### src/rtl/uart_readback_tx_if.sv
// Read-word handshake from the PSRAM read path into the UART response serializer.
interface uart_readback_tx_if;
  logic        rd_valid;
  logic        rd_ready;
  logic [22:0] rd_address;
  logic [15:0] rd_data;

  modport master (output rd_valid, output rd_address, output rd_data, input rd_ready);
  modport slave  (input rd_valid, input rd_address, input rd_data, output rd_ready);
endinterface

### src/rtl/uart_readback_tx.sv
// Serializes one {address, data} read word into a 7-byte 8N1 UART frame: header, addr, data, xor checksum.
// tx drops the cycle after accept; a frame is 70*CLKS_PER_BIT cycles; rd_ready stays low until frame_done.
module uart_readback_tx #(
  parameter int          CLK_FREQ     = 27_000_000,
  parameter int          BAUD         = 115_200,
  parameter int          CLKS_PER_BIT = CLK_FREQ / BAUD,
  parameter logic [7:0]  HEADER       = 8'hA5
) (
  input  logic               sys_clk,
  input  logic               sys_rst_n,
  uart_readback_tx_if.slave  rd,
  output logic               uart_tx,
  output logic               busy,
  output logic               frame_done
);

  generate
    if (CLKS_PER_BIT < 2) begin : g_bad_baud
      $error("uart_readback_tx: CLKS_PER_BIT must be >= 2");
    end
  endgenerate

  localparam int TW = (CLKS_PER_BIT < 2) ? 1 : $clog2(CLKS_PER_BIT);

  typedef enum logic [1:0] {IDLE, START, DATA, STOP} state_t;

  state_t        state;
  logic [TW-1:0] tmr;
  logic [2:0]    bit_idx;
  logic [2:0]    byte_idx;
  logic [55:0]   sr;

  logic [7:0]    b1, b2, b3, b4, b5, b6;
  logic [55:0]   frame_word;
  logic          bit_end;
  logic          accept;

  assign b1         = {1'b0, rd.rd_address[22:16]};
  assign b2         = rd.rd_address[15:8];
  assign b3         = rd.rd_address[7:0];
  assign b4         = rd.rd_data[15:8];
  assign b5         = rd.rd_data[7:0];
  assign b6         = HEADER ^ b1 ^ b2 ^ b3 ^ b4 ^ b5;
  // Byte 0 sits in the low bits so the frame shifts out LSB first, byte after byte.
  assign frame_word = {b6, b5, b4, b3, b2, b1, HEADER};
  assign bit_end    = (tmr == TW'(CLKS_PER_BIT - 1));
  assign accept     = rd.rd_valid && rd.rd_ready;

  always_ff @(posedge sys_clk or negedge sys_rst_n) begin
    if (!sys_rst_n) begin
      state       <= IDLE;
      tmr         <= '0;
      bit_idx     <= '0;
      byte_idx    <= '0;
      sr          <= '0;
      uart_tx     <= 1'b1;
      rd.rd_ready <= 1'b0;
      busy        <= 1'b0;
      frame_done  <= 1'b0;
    end else begin
      frame_done <= 1'b0;
      if (state != IDLE) begin
        tmr <= bit_end ? '0 : tmr + 1'b1;
      end
      case (state)
        IDLE: begin
          // busy covers the frame_done cycle, then drops unless a new word is taken right away.
          if (accept) begin
            sr          <= frame_word;
            rd.rd_ready <= 1'b0;
            busy        <= 1'b1;
            uart_tx     <= 1'b0;
            tmr         <= '0;
            bit_idx     <= '0;
            byte_idx    <= '0;
            state       <= START;
          end else begin
            rd.rd_ready <= 1'b1;
            busy        <= 1'b0;
          end
        end
        START: begin
          if (bit_end) begin
            uart_tx <= sr[0];
            state   <= DATA;
          end
        end
        DATA: begin
          if (bit_end) begin
            sr <= sr >> 1;
            if (bit_idx == 3'd7) begin
              bit_idx <= '0;
              uart_tx <= 1'b1;
              state   <= STOP;
            end else begin
              bit_idx <= bit_idx + 3'd1;
              uart_tx <= sr[1];
            end
          end
        end
        STOP: begin
          if (bit_end) begin
            if (byte_idx == 3'd6) begin
              byte_idx    <= '0;
              frame_done  <= 1'b1;
              rd.rd_ready <= 1'b1;
              state       <= IDLE;
            end else begin
              byte_idx <= byte_idx + 3'd1;
              uart_tx  <= 1'b0;
              state    <= START;
            end
          end
        end
        default: state <= IDLE;
      endcase
    end
  end

endmodule
### src/flat_wrapper.sv
// flat-port wrapper written by rule: the top's interface ports become plain ports
module uart_readback_tx_flat 
#(
  parameter int          CLK_FREQ     = 27_000_000,
  parameter int          BAUD         = 115_200,
  parameter int          CLKS_PER_BIT = CLK_FREQ / BAUD,
  parameter logic [7:0]  HEADER       = 8'hA5
)
  (sys_clk, sys_rst_n, uart_tx, busy, frame_done, rd_rd_valid, rd_rd_address, rd_rd_data, rd_rd_ready);
  uart_readback_tx_if rd_i ();
  input  logic sys_clk;
  input  logic sys_rst_n;
  output logic uart_tx;
  output logic busy;
  output logic frame_done;
  input wire logic [$bits(rd_i.rd_valid)-1:0] rd_rd_valid;
  input wire logic [$bits(rd_i.rd_address)-1:0] rd_rd_address;
  input wire logic [$bits(rd_i.rd_data)-1:0] rd_rd_data;
  output wire logic [$bits(rd_i.rd_ready)-1:0] rd_rd_ready;
  assign rd_i.rd_valid = rd_rd_valid;
  assign rd_i.rd_address = rd_rd_address;
  assign rd_i.rd_data = rd_rd_data;
  assign rd_rd_ready = rd_i.rd_ready;
  uart_readback_tx #(.CLK_FREQ(CLK_FREQ), .BAUD(BAUD), .CLKS_PER_BIT(CLKS_PER_BIT), .HEADER(HEADER)) u_core (.sys_clk(sys_clk), .sys_rst_n(sys_rst_n), .rd(rd_i), .uart_tx(uart_tx), .busy(busy), .frame_done(frame_done));
endmodule
### config.mk
export PLATFORM = sky130hd
export DESIGN_NAME = uart_readback_tx_flat
export DESIGN_NICKNAME = d
export VERILOG_FILES = /design/src/rtl/uart_readback_tx_if.sv /design/src/rtl/uart_readback_tx.sv /design/src/flat_wrapper.sv
export SDC_FILE = /design/constraint.sdc
export NUM_CORES = 1
export LEC_CHECK = 0
export BUFFER_PORTS_ARGS = -buffer_cell sky130_fd_sc_hd__buf_2
export CAP_MARGIN = 5
export CORE_ASPECT_RATIO = 0.7
export CORE_MARGIN = 3
export CORE_UTILIZATION = 50
export CTS_BUF_LIST = sky130_fd_sc_hd__clkbuf_16
export CTS_CLUSTER_DIAMETER = 80
export CTS_CLUSTER_SIZE = 28
export DETAILED_ROUTE_END_ITERATION = 10
export HOLD_SLACK_MARGIN = 0.1
export PLACE_DENSITY_LB_ADDON = 0.3
export SLEW_MARGIN = 20
export SYNTH_ARGS = -nofsm -noshare
export SYNTH_HDL_FRONTEND = slang
export SYNTH_SLANG_ARGS = --single-unit
### constraint.sdc
create_clock -name sys_clk -period 4.92 [get_ports sys_clk]
set_input_delay 0.246 -clock sys_clk [delete_from_list [all_inputs] [get_ports sys_clk]]
set_output_delay 0.246 -clock sys_clk [all_outputs]
set_load 0.02 [all_outputs]
# Word-level counts from Yosys, hierarchy flattened
# Index checks and enable logic that the tools add are counted.
[word_totals]
regBits = 76
out_inout_bits = 4
elab_cells = 76
[classes]
n_addsub = 3
eq_ne = 13
muxes = 36
bitwise_logic = 5
n_reduce_logical = 10
[ops]
columns = ["operator", "count"]
rows = [
  ["$mux W56", 2],
  ["$pmux W56 S2", 1],
  ["$mux W8", 4],
  ["$xor A8 B8 Y8", 4],
  ["$mux W3", 5],
  ["$mux W1", 14],
  ["$ne A2 B1 Y1 const B", 6],
  ["$pmux W3 S2", 2],
  ["$mux W2", 5],
  ["$reduce_and A5 Y1", 2],
  ["$reduce_and A3 Y1", 3],
  ["$add A8 B1 Y8 const B", 1],
  ["$eq A8 B8 Y1 const B", 1],
  ["$pmux W2 S4", 1],
  ["$add A3 B1 Y3 const B", 2],
  ["$eq A3 B3 Y1 const B", 2],
  ["$reduce_bool A2 Y1", 3],
  ["$eq A2 B2 Y1 const B", 2],
  ["$not A3 Y4", 1],
  ["$pmux W1 S4", 1],
  ["$eq A2 B1 Y1 const B", 1],
  ["$logic_not A2 Y1", 1],
  ["$ne A2 B2 Y1 const B", 1],
  ["$pmux W1 S2", 1],
  ["$logic_and A1 B1 Y1", 1],
]

# Logic depth before layout (Yosys ltp)
# Gate-level depths: netlist (run 1).
[depth]
word_depth = 7
depth_mapped = 9
ltp_nobuf = 6

# Least setup slack after synthesis (run 1)
# No wires, ideal clock.
[synth_path]
path_kind = "reg-to-reg"
from = "reg u_core.state[0]"
to = "reg u_core.sr[10]"
arrival_ps = 2093
required_time_ps = 4795
slack_ps = 2702
stages_incl_launch_ff = 10
path_buffers = 3
synth_period_minus_slack_ps = 2218
path_cell_list = "dfrtp_1 > inv_1 > ha_1 > a21boi_4 > nor4b_2 > buf_6 > nand2b_4 > buf_6 > buf_8 > mux2_4"
[synth_via]
elab_chain_cells = 3
word_cells_on_any_way = 7
cone_classes = "eq/ne: 3; mux: 1; reduce/logical: 3"
[synth_lines]
columns = ["element", "line_no", "source"]
rows = [
  ["start, declared", "uart_readback_tx.sv:27", "state_t state;"],
  ["start signal, assigned", "uart_readback_tx.sv:51", "state <= IDLE;"],
  ["start signal, assigned", "uart_readback_tx.sv:76", "state <= START;"],
  ["start signal, assigned", "uart_readback_tx.sv:85", "state <= DATA;"],
  ["$eq A2 B2 Y1 or $logic_not A2 Y1 (tied branches)", "uart_readback_tx.sv:65", "case (state)"],
  ["$ne A2 B1 Y1 (no source line) or $reduce_bool A2 Y1 (tied branches)", "n/a", ""],
  ["$reduce_and A3 Y1 (no source line)", "n/a", ""],
  ["end signal, assigned", "uart_readback_tx.sv:69", "sr <= frame_word;"],
  ["end signal, assigned", "uart_readback_tx.sv:90", "sr <= sr >> 1;"],
  ["end, declared", "uart_readback_tx.sv:31", "logic [55:0] sr;"],
]
# Parallel ways exist; a longest one is shown, timed or not.
# A chain may end at the register's enable or synchronous reset.

# Worst setup path after layout (run 1)
[layout_path]
from = "reg u_core.state[0]"
to = "reg u_core.sr[32]"
# The elaborated chain is that of the path after synthesis.

==> flow_summary.yaml, run 1 <==
logic_synthesis:
  synth-seq-area-share: 0.446
  synth_register_bits: 76
  avgSynthCellArea_um2: 13.2
  mappedNetlistArea_um2: 4270
  yosysWarnings: 0
  netlist_instances: 323
  ys_async_sr_fraction: 1.00
  synth-edff-count: 0
  synth_nets: 373
  postSynth.topFlopCell: "dfrtp_1"
  number_of_distinct_library_cell_variants_in_the_gate_level_netlist_after_synthesis: 47
power:
  switchingPower_uw: 925
  seqPwrFrac: 0.344
  cellPowerDensity_nw_per_um2: 621
  maximum_vdd_drop_uv: 267
  power.switching_fraction: 0.308
  cellLeakagePower_nw: 2.26
  power_frac_clock: 0.250
  comb_power_share: 0.406
  power_report.internal_total_mw: 2.08
floorplanning:
  site_row_count: 27
  ports: 46
  dieArea_um2: 9700
  initial_utilization: 0.528
  floorplan.die.width_um: 116
  design.core.area_um2: 8070
  die_h_um: 83.3
cells_and_area:
  layout.cells.most_common_list: "75 x dfrtp_1, 46 x mux2_2, 44 x buf_2"
  final_common_cell: "dfrtp_1"
  antenna-diode-count: 0
  n_fill_cell: 658
  final_util: 0.599
  drive_above_1_share: 0.412
  synthToLayoutAreaGrowth_pct: 13.4
  num-nets-final: 414
clocking:
  htreeDepth: 3
  root_buffer: "clkbuf_16"
  number_of_clock_sinks_seen_by_cts: 76
  post-cts-setup-buffer-count: 0
  clock_insertion_delay_worst_skew_ns: 0.34
  clock_transition_at_path_regs_ns: 0.06
  clock_path_buffers: 2
  tritoncts: "yes"
  numCtsBuffers: 9
  postCtsHoldBufs: 0
  post_cts_resize_count: 0
sta:
  drv_slew: 0
  final.setup_skew_ns: 0.00655
  final_period_minus_worst_setup_slack_ns: 2.86
  sum_of_negative_setup_slack_ns: 0
  post-route-period-util: 0.582
  finalSetupViolations: 0
  rsz_0062_raised_after_global_routing: "false"
  timing_worst_slew_pin_value_ns: 0.951
  fmax_ghz: 0.349
  timing_hold_violations_final: 0
  slew_headroom: 0.366
worst_setup_path:
  worstSetupPathType: "reg2reg"
  crit_family: "simple AND/OR/NAND/NOR gates"
  crit_path_end: "u_core.sr[32]"
  ff2ff_setup_slack_ns: 2.06
  critPathSlowestCell: "nand2b_4"
  setup_crit_end_kind: "flip-flop"
  cp_num_buf_inv: 2
  critPathRequiredTime_ns: 5.14
  path_depth: 6
  cp-startpoint: "u_core.state[0]"
  crit_path_cell_trace: "inv_1 -> ha_2 -> nor4b_2 -> buf_4 -> nand2b_4 -> mux2_2"
  rr_startpoint: "u_core.state[0]"
  worstPathMaxFanout: 43
  worst-r2r-cell-count: 6
  r2r-end: "u_core.sr[32]"
  worst_path_largest_cell_delay_ns: 0.70
  crit_path_start_kind: "flip-flop"
  worst_ep_arrival_time_ns: 3.09
drt:
  drc: 0
  drt-vias-per-instance: 5.66
  final_antenna_violating_net_count: 0
  first_pass_iteration_count_of_the_detailed_router: 4
  detailroute.via_count: 2661
  wire_per_inst_um: 18.2
  count_of_routing_violations_after_the_opening_detailed_route_iteration: 174
  finalWirelength_um: 8560
run:
  number_of_max_cap_violations: 0
worst_hold_path:
  min-delay-path-class: "in2async"
placed_design:
  gp_congestion: 0.847
  dpl.hpwl_um: 5760
  port_buffers: 45
run_status:
  run_status: "finished clean"
grt:
  grt_antenna_before_repair: 0
  grt_start_max_net_pins: 77
  first_global_vias: 2704
  globalRouteOverflowTotal: 0
  grt_first_pass_wirelength_um: 14100
  track_usage: 0.186
## stage by stage
| step | power (mW) | worst slack, ns | area (µm²) | hold slack [ns] | std cells |
|---|---|---|---|---|---|
| after CTS | 3.03 | 2.00 | 4840 | 0.107 | 470 |
| after detailed placement | 2.25 | 2.00 | 4500 | 0.465 | 454 |
| final | 3.00 | 2.06 | 4840 | 0.0587 | 470 |
| after global placement | 2.22 | 2.10 | 4500 | 0.450 | 454 |
| after floorplan | 2.07 | 2.70 | 4270 | -0.0496 | 323 |
| after global routing | 3.19 | 1.87 | 4840 | 0.138 | 470 |
## kinds of logic after synthesis
family | count (synthesis) | synth area share
flip-flops | 76 | 0.446
AO/OA/AOI/OAI | 47 | 0.0833
buffers and inverters | 22 | 0.0378
adder cells (fa/ha/maj) | 8 | 0.0235
multiplexers | 82 | 0.248
XOR/XNOR | 26 | 0.0760
AND/OR/NAND/NOR | 62 | 0.0853
## cell usage after synthesis (2+ instances only)
library cell,instances,share of area
nand3_1,3,0.0035
clkbuf_1,7,0.0062
inv_1,4,0.0035
mux2_4,36,0.13
xnor2_1,14,0.029
a211o_1,7,0.014
o21ai_0,9,0.011
nor3_1,5,0.0059
o31ai_1,2,0.0035
a21o_1,4,0.0070
and3b_1,2,0.0041
nor2_1,12,0.011
a21oi_1,3,0.0035
o211ai_1,2,0.0035
nand2_1,8,0.0070
mux2_2,46,0.12
xnor3_1,7,0.037
nor2b_1,4,0.0059
xor2_1,5,0.010
buf_6,6,0.016
o21a_1,4,0.0070
nor3b_1,2,0.0035
buf_8,3,0.011
or3_1,2,0.0029
nand2b_1,3,0.0044
and3_1,9,0.013
dfrtp_1,75,0.44
nand4_1,2,0.0029
a22o_1,8,0.016
ha_1,8,0.023
nand3b_1,5,0.0088
## flip-flops by register name, indices dropped and copies added, names as in the netlist
signal              cells
u_core.rd.rd_ready      1
u_core.frame_done       1
u_core.bit_idx          3
u_core.uart_tx          1
u_core.state            2
u_core.byte_idx         3
u_core.tmr              8
u_core.sr              56
u_core.busy             1
## power groups by stage
stage / Sequential [mW] / Combinational [mW] / Clock (mW)
after global placement: 1.03 / 1.19 / 0
final: 1.03 / 1.22 / 0.751
after CTS: 1.03 / 1.23 / 0.767
after floorplan: 0.999 / 1.07 / 0
after detailed placement: 1.04 / 1.22 / 0
after global routing: 1.06 / 1.33 / 0.797
## final cells by class
class | instances | area [µm²] | area share
multi-input combinational | 225 | 2210 | 0.456
sequential | 76 | 1900 | 0.393
timing repair buffer | 47 | 243 | 0.0502
clock buffer | 9 | 225 | 0.0465
tap | 101 | 126 | 0.0261
clock inverter | 7 | 115 | 0.0238
inverter | 5 | 18.8 | 0.00388
## routing by layer
layer	routed length, µm	share of wire	track usage	vias up
met1	4300	0.50	0.289	1336
met5	0	0	0	-
met4	57	0.0067	0.0443	0
met3	488	0.057	0.0641	5
met2	3710	0.43	0.248	58
li1	-	-	-	1262
## worst min-delay path by stage
stage	slack [ns]	endpoint	cells past startpoint	start
6_report	0.06	u_core.bit_idx[0]	1	sys_rst_n
5_1_grt	0.14	u_core.bit_idx[1]	1	sys_rst_n
4_1_cts	0.11	u_core.sr[3]	1	sys_rst_n
3_5_place_dp	0.47	u_core.bit_idx[0]	1	sys_rst_n
3_3_place_gp	0.45	u_core.sr[55]	1	u_core.sr[55]
2_1_floorplan	-0.05	u_core.bit_idx[0]	0	sys_rst_n
No activity file was read; power rests on OpenSTA's default activity.
==> run 2, diff against run 1 <==
--- a/config.mk
+++ b/config.mk
@@ -5,6 +5,7 @@
 export SDC_FILE = /design/constraint.sdc
 export NUM_CORES = 1
 export LEC_CHECK = 0
+export ABC_AREA = 1
 export BUFFER_PORTS_ARGS = -buffer_cell sky130_fd_sc_hd__buf_2
 export CAP_MARGIN = 5
 export CORE_ASPECT_RATIO = 0.7
==> constraint.sdc (replaced) <==
create_clock -name sys_clk -period 2.6 [get_ports sys_clk]
set_input_delay 0.13 -clock sys_clk [delete_from_list [all_inputs] [get_ports sys_clk]]
set_output_delay 0.13 -clock sys_clk [all_outputs]
set_load 0.02 [all_outputs]
==> run 2 against run 1 <==
Effect of this change:
- utilization down 0.90 points
- clock-buffer cell count unchanged
- register-to-register slack got worse by 1.5 ns
- sequential power up 100%
- fmax grew 41%
- clock power grew 44%
- die area fell by 2.4%
- non-clock buffer count up 5
- combinational power is 110% higher
- routed wire length up 2.4%
- power up 90%
==> flow_summary.yaml, run 2 <==
logic_synthesis:
  synth_nets: 570
  netlist_instances: 520
  synth_register_bits: 76
  postSynth.topFlopCell: "dfrtp_1"
  synth_simple_gate_area_share: 0.253
  synth_area_leaders: "dfrtp_1 45%, nand2_1 15%, mux2i_1 4.8%"
  yosys-mux-area-fraction: 0.0482
  yosys.area.top_type_share: 0.452
  synthTopCellsByCount: "169 x nand2_1, 75 x dfrtp_1, 46 x inv_1"
  mappedNetlistArea_um2: 4160
  synth-edff-count: 0
  synth_top_family_by_area: "simple AND/OR/NAND/NOR gates"
  avgSynthCellArea_um2: 7.99
  synth_compound_area_frac: 0.113
  number_of_distinct_library_cell_variants_in_the_gate_level_netlist_after_synthesis: 34
  synth_xor_area_frac: 0.0274
  synth-seq-area-share: 0.458
  most_repeated_cell_in_the_gate_level_netlist_after_synthesis: "nand2_1"
  yosysWarnings: 0
  ys_async_sr_fraction: 1.00
  synth_adder_area_share: 0.0241
  synth_top_area_cell: "dfrtp_1"
placed_design:
  dpl.hpwl_um: 6170
  port_buffers: 45
  gp_congestion: 0.844
  placement.setup.worst_slack_ns: 0.599
  dp.cells: 651
clocking:
  root_buffer: "clkbuf_16"
  postCtsHoldBufs: 1
  post_cts_resize_count: 0
  number_of_clock_sinks_seen_by_cts: 76
  clock_path_buffers: 2
  tritoncts: "yes"
  post-cts-setup-buffer-count: 0
  clock_insertion_delay_worst_skew_ns: 0.34
  htreeDepth: 3
  clock_transition_at_path_regs_ns: 0.06
  numCtsBuffers: 9
worst_setup_path:
  cp-startpoint: "u_core.state[0]"
  setup_crit_end_kind: "flip-flop"
  rr_startpoint: "u_core.state[0]"
  worstPathMaxFanout: 41
  crit_path_start_kind: "flip-flop"
  crit_path_end: "u_core.state[1]"
  cpMostUsedCell: "inv_1"
  critPathSlowestCell: "dfrtp_1"
  ff2ff_setup_slack_ns: 0.57
  r2r-end: "u_core.state[1]"
  worst-r2r-cell-count: 9
  worst_path_largest_cell_delay_ns: 0.42
  worst_ep_arrival_time_ns: 2.28
  worstSetupPathType: "reg2reg"
  critPathRequiredTime_ns: 2.85
  crit_path_cell_trace: "inv_1 -> ha_1 -> inv_1 -> buf_4 -> or2_2 -> nand2_1 -> inv_1 -> nand3_1 -> o21ai_0"
drt:
  drt-vias-per-instance: 5.09
  count_of_routing_violations_after_the_opening_detailed_route_iteration: 227
  detailroute.via_count: 3393
  first_pass_iteration_count_of_the_detailed_router: 4
  final_antenna_violating_net_count: 0
  drc: 0
  wire_per_inst_um: 13.1
  finalWirelength_um: 8760
power:
  power.switching_fraction: 0.421
  power_frac_clock: 0.189
  switchingPower_mw: 2.41
  cellLeakagePower_nw: 2.48
  comb_power_share: 0.446
  cellPowerDensity_nw_per_um2: 1210
  seqPwrFrac: 0.365
  maximum_vdd_drop_uv: 630
  power_report.internal_total_mw: 3.31
sta:
  final.setup.worst_slack_ns: 0.570
  timing_worst_slew_pin_value_ns: 0.978
  slew_headroom: 0.348
  final.setup_skew_ns: 0.00429
  rsz_0062_raised_after_global_routing: "false"
  timing_hold_violations_final: 0
  post-route-period-util: 0.781
  finalSetupViolations: 0
  sum_of_negative_setup_slack_ns: 0
  drv_slew: 0
  hold-worst-slack_ns: 0.109
  final_period_minus_worst_setup_slack_ns: 2.03
  fmax_ghz: 0.493
floorplanning:
  floorplan.die.width_um: 115
  ports: 46
  site_row_count: 27
  dieArea_um2: 9460
  die_h_um: 82.3
  initial_utilization: 0.521
  design.core.area_um2: 7970
cells_and_area:
  drive_above_1_share: 0.147
  registers.top_by_ff_count: "u_core.sr"
  synthToLayoutAreaGrowth_pct: 13.2
  antenna-diode-count: 0
  num-nets-final: 612
  n_fill_cell: 730
  stdcell_count: 667
  final_util: 0.590
  final_common_cell: "nand2_1"
  max_reg_flops: 56
  reg.largest.list: "u_core.sr (56), u_core.tmr (8)"
  layout.cells.most_common_list: "169 x nand2_1, 75 x dfrtp_1, 47 x inv_1"
grt:
  globalRouteOverflowTotal: 0
  first_global_vias: 3152
  grt_start_max_net_pins: 77
  grt_antenna_before_repair: 0
  grt_first_pass_wirelength_um: 14900
  track_usage: 0.202
run:
  number_of_max_cap_violations: 0
run_status:
  run_status: "finished clean"
worst_hold_path:
  min-delay-path-class: "in2reg"
==> run 2: cell count changes in the layout (fill, tap and decap cells not counted), moves of 9 or more <==
cell	change
nand3_1	+31
nand2_1	+161
and3_1	-9
nor2_1	+10
o21ai_1	+31
inv_1	+43
mux2_2	-46
mux2i_1	+20
o21ai_0	+28
mux2_4	-36
==> run 2: cell families after synthesis <==
group | after synthesis
simple gates | 248
compound gates | 87
flops | 76
buf+inv | 68
mux | 20
xor+xnor | 13
fa+ha+maj | 8
==> run 2: how the worst min path moves through the flow <==
| stage | start | cells after the start | end | slack (ns) |
|---|---|---|---|---|
| after floorplan | sys_rst_n | 0 | u_core.bit_idx[0] | -0.17 |
| after global placement | sys_rst_n | 1 | u_core.tmr[7] | 0.34 |
| after detailed placement | sys_rst_n | 1 | u_core.tmr[6] | 0.34 |
| after CTS | rd_rd_address[17] | 3 | u_core.sr[9] | 0.10 |
| after global routing | rd_rd_address[8] | 3 | u_core.sr[16] | 0.13 |
| final | rd_rd_address[11] | 3 | u_core.sr[19] | 0.11 |
==> run 2: cell type report <==
class	instances	area, µm²	area share
Inverter	47	176	0.0375
Clock buffer	9	225	0.0479
Clock inverter	6	23.8	0.00505
Tap cell	101	126	0.0269
Multi-Input combinational cell	376	1940	0.413
Timing Repair Buffer	52	308	0.0654
Sequential cell	76	1900	0.404
==> run 2: power groups by stage <==
stage / Clock, mW / Sequential, mW / Combinational [mW]
after global routing: 1.16 / 2.15 / 2.92
after CTS: 1.10 / 2.08 / 2.56
after global placement: 0 / 2.08 / 2.47
after detailed placement: 0 / 2.09 / 2.55
final: 1.08 / 2.09 / 2.55
after floorplan: 0 / 2.02 / 2.12
==> run 2: metal layers <==
metal,GRT usage,up-vias,part of all wire
li1,-,1756,-
met1,0.282,1559,0.49
met2,0.304,64,0.44
met3,0.0554,14,0.054
met4,0.0715,0,0.014
met5,0,-,0
==> run 2: critical path, delay by kind of cell, from the launching register on <==
family	cells	cell delay (ns)
AND/OR/NAND/NOR	3	0.39
flip-flops	1	0.42
buffers and inverters	4	0.64
adder cells (fa/ha/maj)	1	0.27
AO/OA/AOI/OAI	1	0.22
==> run 2: metrics by stage <==
step | instance area [µm²] | total power [mW]
after floorplan | 4160 | 4.14
after global placement | 4450 | 4.54
after detailed placement | 4450 | 4.63
after CTS | 4710 | 5.74
after global routing | 4710 | 6.23
final | 4710 | 5.71
